<file path="config.mk">
export PLATFORM = sky130hd
export DESIGN_NAME = player_sprite_renderer
export DESIGN_NICKNAME = d
export VERILOG_FILES = /design/src/rtl/player_sprite_renderer_pkg.sv /design/src/rtl/sprite_blink_ctrl.sv /design/src/rtl/player_sprite_renderer.sv
export SDC_FILE = /design/constraint.sdc
export NUM_CORES = 1
export LEC_CHECK = 0
export ABC_AREA = 1
export CORE_MARGIN = 3
export CORE_UTILIZATION = 53
export CTS_BUF_LIST = sky130_fd_sc_hd__clkbuf_4 sky130_fd_sc_hd__clkbuf_8
export DETAILED_ROUTE_END_ITERATION = 8
export PLACE_DENSITY_LB_ADDON = 0.3
export SETUP_SLACK_MARGIN = 0.05
export SYNTH_ARGS = -nofsm -noshare
export SYNTH_HDL_FRONTEND = slang
export SYNTH_HIERARCHICAL = 1
export SYNTH_SLANG_ARGS = --single-unit
</file>
<file path="constraint.sdc">
create_clock -name clk -period 3.7 [get_ports clk]
set_clock_uncertainty 0.2 [all_clocks]
set_input_delay 0.74 -clock clk [delete_from_list [all_inputs] [get_ports clk]]
set_output_delay 0.74 -clock clk [all_outputs]
set_load 0.01 [all_outputs]
</file>
<file path="src/rtl/player_sprite_renderer_pkg.sv">
// Shared types and constants for the player sprite path.
// Sprite geometry, colour type and screen extents.
package player_sprite_renderer_pkg;

   localparam int SPRITE_W = 32;
   localparam int SPRITE_H = 48;

   localparam int SCREEN_W = 640;
   localparam int SCREEN_H = 480;

   typedef logic [11:0] color_t;

   localparam color_t TRANSPARENT = 12'hF0F;

   typedef struct packed {
      logic   in_box;
      logic   hidden;
      logic   video_on;
      color_t bg;
   } pix_side_t;

endpackage

</file>
<file path="src/rtl/sprite_blink_ctrl.sv">
// Post-hit blink timer and free-running frame counter.
// hidden is high on the "off" half of each 8-frame blink period.
module sprite_blink_ctrl #(
   parameter int BLINK_FRAMES = 60
) (
   input  logic clk,
   input  logic rst_n,
   input  logic frame_start,
   input  logic hit,
   output logic hidden
);

   localparam int BW = $clog2(BLINK_FRAMES + 1);

   logic [BW-1:0] blink;
   logic [2:0]    frame_cnt;

   // hit reloads the timer and wins over a same-cycle frame decrement
   always_ff @(posedge clk or negedge rst_n) begin
      if (!rst_n) begin
         blink <= '0;
      end else if (hit) begin
         blink <= BW'(BLINK_FRAMES);
      end else if (frame_start && (blink != '0)) begin
         blink <= blink - BW'(1);
      end
   end

   // frame counter runs freely; only bit 2 sets the blink phase
   always_ff @(posedge clk or negedge rst_n) begin
      if (!rst_n) begin
         frame_cnt <= '0;
      end else if (frame_start) begin
         frame_cnt <= frame_cnt + 3'd1;
      end
   end

   assign hidden = (blink != '0) && frame_cnt[2];

endmodule

</file>
<file path="src/rtl/player_sprite_renderer.sv">
// Player sprite reader: box test, ROM addressing and compositing.
// Three-stage pipeline matched to the ROM's one-cycle read latency.
module player_sprite_renderer
   import player_sprite_renderer_pkg::*;
#(
   parameter int     SPRITE_W     = player_sprite_renderer_pkg::SPRITE_W,
   parameter int     SPRITE_H     = player_sprite_renderer_pkg::SPRITE_H,
   parameter color_t TRANSPARENT  = player_sprite_renderer_pkg::TRANSPARENT,
   parameter int     BLINK_FRAMES = 60
) (
   input  logic        clk,
   input  logic        rst_n,
   input  logic [9:0]  pixel_x,
   input  logic [9:0]  pixel_y,
   input  logic        video_on,
   input  logic        frame_start,
   input  logic [9:0]  player_x,
   input  logic [9:0]  player_y,
   input  logic        facing_left,
   input  logic        hit,
   input  logic [11:0] bg_rgb,
   output logic [9:0]  rom_row,
   output logic [9:0]  rom_col,
   input  logic [11:0] rom_color,
   output logic [11:0] rgb,
   output logic        sprite_hit
);

   localparam logic [10:0] W11 = 11'(SPRITE_W);
   localparam logic [10:0] H11 = 11'(SPRITE_H);
   localparam logic [9:0]  WM1 = 10'(SPRITE_W - 1);

   logic [9:0] pos_x;
   logic [9:0] pos_y;
   logic       facing;
   logic       hidden;

   logic [10:0] x11, y11, px11, py11;
   logic        in_box;
   logic [9:0]  dx, dy;
   logic [9:0]  row_n, col_n;

   pix_side_t side_n, side_d1, side_d2;

   sprite_blink_ctrl #(
      .BLINK_FRAMES(BLINK_FRAMES)
   ) u_blink (
      .clk        (clk),
      .rst_n      (rst_n),
      .frame_start(frame_start),
      .hit        (hit),
      .hidden     (hidden)
   );

   // position only moves at vblank so a frame never tears
   always_ff @(posedge clk or negedge rst_n) begin
      if (!rst_n) begin
         pos_x  <= '0;
         pos_y  <= '0;
         facing <= 1'b0;
      end else if (frame_start) begin
         pos_x  <= player_x;
         pos_y  <= player_y;
         facing <= facing_left;
      end
   end

   assign x11  = {1'b0, pixel_x};
   assign y11  = {1'b0, pixel_y};
   assign px11 = {1'b0, pos_x};
   assign py11 = {1'b0, pos_y};

   assign in_box = (x11 >= px11) && (x11 < px11 + W11) &&
                   (y11 >= py11) && (y11 < py11 + H11);

   assign dx = pixel_x - pos_x;
   assign dy = pixel_y - pos_y;

   // sprite-local address, mirrored when facing left, zero off-sprite
   always_comb begin
      row_n = '0;
      col_n = '0;
      if (in_box) begin
         row_n = dy;
         col_n = facing ? (WM1 - dx) : dx;
      end
   end

   assign side_n = '{in_box:   in_box,
                     hidden:   hidden,
                     video_on: video_on,
                     bg:       bg_rgb};

   // stage 1: ROM address and pixel sideband
   always_ff @(posedge clk or negedge rst_n) begin
      if (!rst_n) begin
         rom_row <= '0;
         rom_col <= '0;
         side_d1 <= '0;
      end else begin
         rom_row <= row_n;
         rom_col <= col_n;
         side_d1 <= side_n;
      end
   end

   // stage 2: sideband waits while the ROM reads
   always_ff @(posedge clk or negedge rst_n) begin
      if (!rst_n) begin
         side_d2 <= '0;
      end else begin
         side_d2 <= side_d1;
      end
   end

   // stage 3: blank, sprite or background
   always_ff @(posedge clk or negedge rst_n) begin
      if (!rst_n) begin
         rgb        <= '0;
         sprite_hit <= 1'b0;
      end else if (!side_d2.video_on) begin
         rgb        <= '0;
         sprite_hit <= 1'b0;
      end else if (side_d2.in_box && !side_d2.hidden &&
                   (rom_color != TRANSPARENT)) begin
         rgb        <= rom_color;
         sprite_hit <= 1'b1;
      end else begin
         rgb        <= side_d2.bg;
         sprite_hit <= 1'b0;
      end
   end

endmodule

</file>
* Word level (Yosys, flattened, before mapping) *
Cells that the tools add are included.

word-level totals
  bits in registers = 93
  bits in latches = 0
  RAM bits = 0
  memory bits (read-only) = 0
  input port bits = 70
  output and inout bits = 33
  logic and storage cells = 48
  memories = 0

operators by class
  $add $sub $neg = 7
  multiply operators = 0
  divide/modulo/power cells = 0
  order comparisons = 4
  equality and inequality tests = 1
  shift-type cells = 0
  mux-type cells = 9
  bitwise operators = 0
  reduce and logical (&&, ||, !) cells = 10

operators by type and width
  kind                   number
  $mux 10                3
  $mux 12                2
  $add 10x6->11 const B  2
  $lt 10x11->1           2
  $ge 10x10->1           2
  $sub 10x10->10         2
  $mux 6                 2
  $ne 12x12->1 const B   1
  $sub 5x10->10 const A  1
  $logic_and 1x1->1      7
  $reduce_bool 6->1      1
  $sub 6x1->6 const B    1
  $add 3x1->3 const B    1
  $mux 1                 2
  $reduce_bool 2->1      1
  $logic_not 1->1        1

* Depth between registers and ports, before layout *
  depth in word-level cells = 6
  mapped depth = 15

* Hierarchy *
Netlist, hierarchy kept.

by module, submodules not included
  module                  instances  cells each  area each (um2)  sequential area each (um2)
  player_sprite_renderer  1          501         4398.0           2102.0
  sprite_blink_ctrl       1          65          551.8            225.2

* Worst setup path before layout *
OpenSTA, ideal clock, no wires.

  path type = input-to-reg
  from = in pixel_x[0]
  to = reg rom_col[6]
  library setup time = 128 ps
  arrival = 2376 ps
  required time = 3372 ps
  path slack = 997 ps
  cell stages on the path = 13
  path buffers = 0
  cells stage by stage = inv_1 > ha_1 > inv_1 > fa_1 > nand2_1 > nand2_1 > nand3_1 > nand2_1 > nand2_1 > nand2_1 > ha_1 > o21ai_0 > nor2_4

between the ends
  longest elaborated chain between the ends = 5
  elaborated cells on any way between the ends = 9

RTL lines
  item                                                    RTL line                       source
  start: declaration                                      player_sprite_renderer.sv:13   input logic [9:0] pixel_x,
  branches (longest 4 deep; another with $sub 10x10->10)  -
  $mux 10 (*)                                             player_sprite_renderer.sv:83   if (in_box) begin
  named net col_n[6]                                      player_sprite_renderer.sv:41   logic [9:0] row_n, col_n;
  end signal: assignment                                  player_sprite_renderer.sv:102  rom_col <= col_n;
  end: declaration                                        player_sprite_renderer.sv:23   output logic [9:0] rom_col,

Mark *: on every way through the listed nets, which the timed path passes.
A chain may end at the register's enable or synchronous reset.

* Worst setup path in the final report *
  from = in pixel_x[0]
  to = reg rom_col[7]

The elaborated chain is that of the path after synthesis.

==> flow_summary_export.csv <==
group,metric,value,unit
outcome,status,"finished, final reports clean",
power,finalPower,0.00261,W
timing,slew_headroom,0.675,
worst_setup_path,endpoint_kind,"register",
synthesis,synth_top_family_by_area,"simple AND/OR/NAND/NOR gates",
power,combPwrFrac,0.280,
min_path,min_from,"side_d1[14]",
clocking,cts_hold_buf,0,
global_routing,antenna_found_initial,0,
synthesis,postSynthAreaPerCell,8.75,sq um
floorplan,die_w,103,um
timing,rsz0062_at_grt,"false",
timing,setup_viol_count_final,0,
synthesis,yosysTopAreaCellShare,0.470,
route,postRouteAntennaNets,0,
worst_setup_path,worstPathRequired,3.74,ns
floorplan,core_region_area,8890,sq um
place,place_congestion,0.953,
synthesis,netlist_instances,566,
clocking,htreeDepth,3,
worst_setup_path,reg2reg_from,"pos_y[4]",
route,drc_errors,0,
floorplan,pin_count,103,
floorplan,num_rows,34,
global_routing,overflow,0,
synthesis,synth_mux_area_frac,0.00683,
clocking,cts_tree,"yes",
synthesis,yosys_warnings,6,
place,port_buffers,102,
power,cellPowerDensity,415,nW/um^2
synthesis,ys_seq_area_frac,0.470,
layout,n_antenna_cell,0,
route,drt_first_pass_iters,4,
floorplan,die_area,10500,sq um
clocking,clockBufferDepth,2,
global_routing,grt_pass1_vias,3858,
global_routing,grt_pass1_wl,17000,um
layout,drive_gt1_frac,0.0696,
timing,maxSlewViolCount,0,
layout,layout.nets,779,
timing,timing.final.hold_violations,0,
synthesis,synth_common_cells,"135 x nand2_1, 93 x dfrtp_1, 64 x inv_1",
synthesis,synth_edf_count,0,
synthesis,syn_area,4950,sq um
route,vias,3934,
layout,final_cell_area,6280,sq um
route,viasPerCell,5.02,
layout,fillCellCount,682,
place,placed_area,6070,sq um
route,wl,10200,um
clocking,clk_latency,0.37,ns
timing,worst_pin_slew,0.487,ns
synthesis,yosys.area.top_type,"dfrtp_1",
synthesis,yosys.area_share.simple,0.251,
power,p_switching,0.000885,W
worst_setup_path,startpoint_type,"input pin",
clocking,cts.repair.resized,0,
timing,fin_setup_tns,0,ns
floorplan,start_util,0.557,
synthesis,synthAdderAreaFrac,0.102,
floorplan,die_y,103,um
synthesis,synth_most_common_cell,"nand2_1",
power,p_seq_frac,0.450,
worst_setup_path,worstSetupStartpoint,"pixel_x[0]",
power,swShare,0.340,
global_routing,grt_usage,0.203,
synthesis,synth_compound_area_frac,0.0617,
clocking,post_cts_buffers,0,
clocking,clkSinkCount,93,
route,drt_first_iter_violations,119,
power,p_clk_frac,0.270,
global_routing,grt_max_degree,94,
synthesis,yosys-top-cells-area,"dfrtp_1 47%, nand2_1 10%, ha_1 9.4%",
power,cell_internal_pwr,0.00172,W
synthesis,synth-seq-cells,93,
route,wire_per_inst,13.0,um
layout,finish.utilization,0.707,
synthesis,async_reset_ff_frac,1.00,
power,p_leak,3.09,nW
worst_setup_path,crit_fanout,4,
worst_setup_path,critPathArrivalTime,2.94,ns
layout,area_growth,26.9,%
timing,fmax,0.345,GHz
clocking,cts-root-buf,"clkbuf_8",
synthesis,syn-num-nets,675,
synthesis,ys.flop_type,"dfrtp_1",
clocking,clkTransAtPathRegs,0.10,ns
power,ir_worst_vdd,0.254,mV
timing,fin_crit_sh,0.783,
clocking,cts_buffers,9,
synthesis,ys_types,35,
flow_run,drv_cap,0,
min_path,hold_path.class,"reg2reg",
timing,whs,0.156,ns
synthesis,synth_xor_area_frac,0.0442,
worst_setup_path,crit_type,"in2reg",
place,dp_hpwl,7810,um
timing,min_period,2.90,ns
==> power by group through the flow <==
stage / logic (W) / clock network, W / registers [W]
finish: 0.000730 / 0.000703 / 0.00117
global route: 0.000831 / 0.000772 / 0.00118
CTS: 0.000735 / 0.000722 / 0.00117
detailed placement: 0.000730 / 0 / 0.00119
global placement: 0.000707 / 0 / 0.00119
floorplan: 0.000468 / 0 / 0.00119
==> cells in the final DEF, fill, tap and decap left out, types with 3 or more instances in the layout <==
cell,instances
nand2_1,135
clkdlybuf4s50_1,101
dfrtp_1,93
inv_1,64
nor2_1,61
nand3_1,39
ha_1,37
o21ai_0,34
a21oi_1,16
xor2_1,15
nor2_4,12
xnor2_1,10
clkbuf_8,9
nand4_1,8
nand3b_1,4
inv_2,3
a21o_1,3
clkinv_8,3
==> layer usage <==
layer,vias to the layer above,track usage,part of all wire
met4,0,0.0646,0.017
met3,16,0.0352,0.054
li1,1998,-,-
met1,1806,0.259,0.44
met2,114,0.352,0.48
met5,-,0,0
==> area by class of cell <==
| type | instances | area, sq um | area share |
|---|---|---|---|
| well taps | 108 | 135 | 0.0215 |
| repair buffers | 104 | 1050 | 0.166 |
| inverters | 68 | 258 | 0.0410 |
| flip-flops and latches | 93 | 2330 | 0.370 |
| multi-input cells | 394 | 2300 | 0.367 |
| clock inverters | 7 | 88.8 | 0.0141 |
| clock buffers | 9 | 124 | 0.0197 |
==> worst max-delay path, stage by stage <==
cell             delay (ns)
clkdlybuf4s50_1        0.40
inv_1                  0.06
ha_1                   0.14
inv_1                  0.08
fa_1                   0.43
nand2_1                0.10
nand2_1                0.09
nand3_1                0.10
nand2_1                0.05
nand2_1                0.05
nand2_1                0.08
ha_1                   0.20
nor2_1                 0.13
xor2_1                 0.24
nor2_4                 0.05
==> path summary, 6_finish.rpt <==
check	slack, ns	end	cells after the start
worst max-delay path	0.80	rom_col[7]	15
worst min-delay path	0.16	side_d2[14]	0
worst max register to register	1.15	rom_col[3]	14
worst min register to register	0.16	side_d2[14]	0
max in group asynchronous	2.71	pos_x[9]	2
min in group asynchronous	0.20	rgb[6]	2
==> cells by family (layout without fill, tap and decap cells) <==
kind of cell             after synthesis  count (layout)
AO/OA/AOI/OAI                         57              57
XOR/XNOR                              25              25
adder cells (fa/ha/maj)               39              39
buffers and inverters                 79             188
flip-flops                            93              93
multiplexers                           3               3
AND/OR/NAND/NOR                      270             270
==> metrics by stage <==
stage,setup WS [ns],cells
4_1_cts,0.817,783
6_report,0.802,783
3_3_place_gp,0.501,767
2_1_floorplan,0.997,566
5_1_grt,0.578,783
3_5_place_dp,0.440,767
==> state kept, by name, summed over array words and instances, names as in the netlist <==
signal,cells
sprite_hit,1
pos_y,10
rom_row,10
side_d1,15
side_d2,15
rgb,12
u_blink/blink,6
u_blink/frame_cnt,3
facing,1
pos_x,10
rom_col,10
No activity file was read; power rests on OpenSTA's default activity.
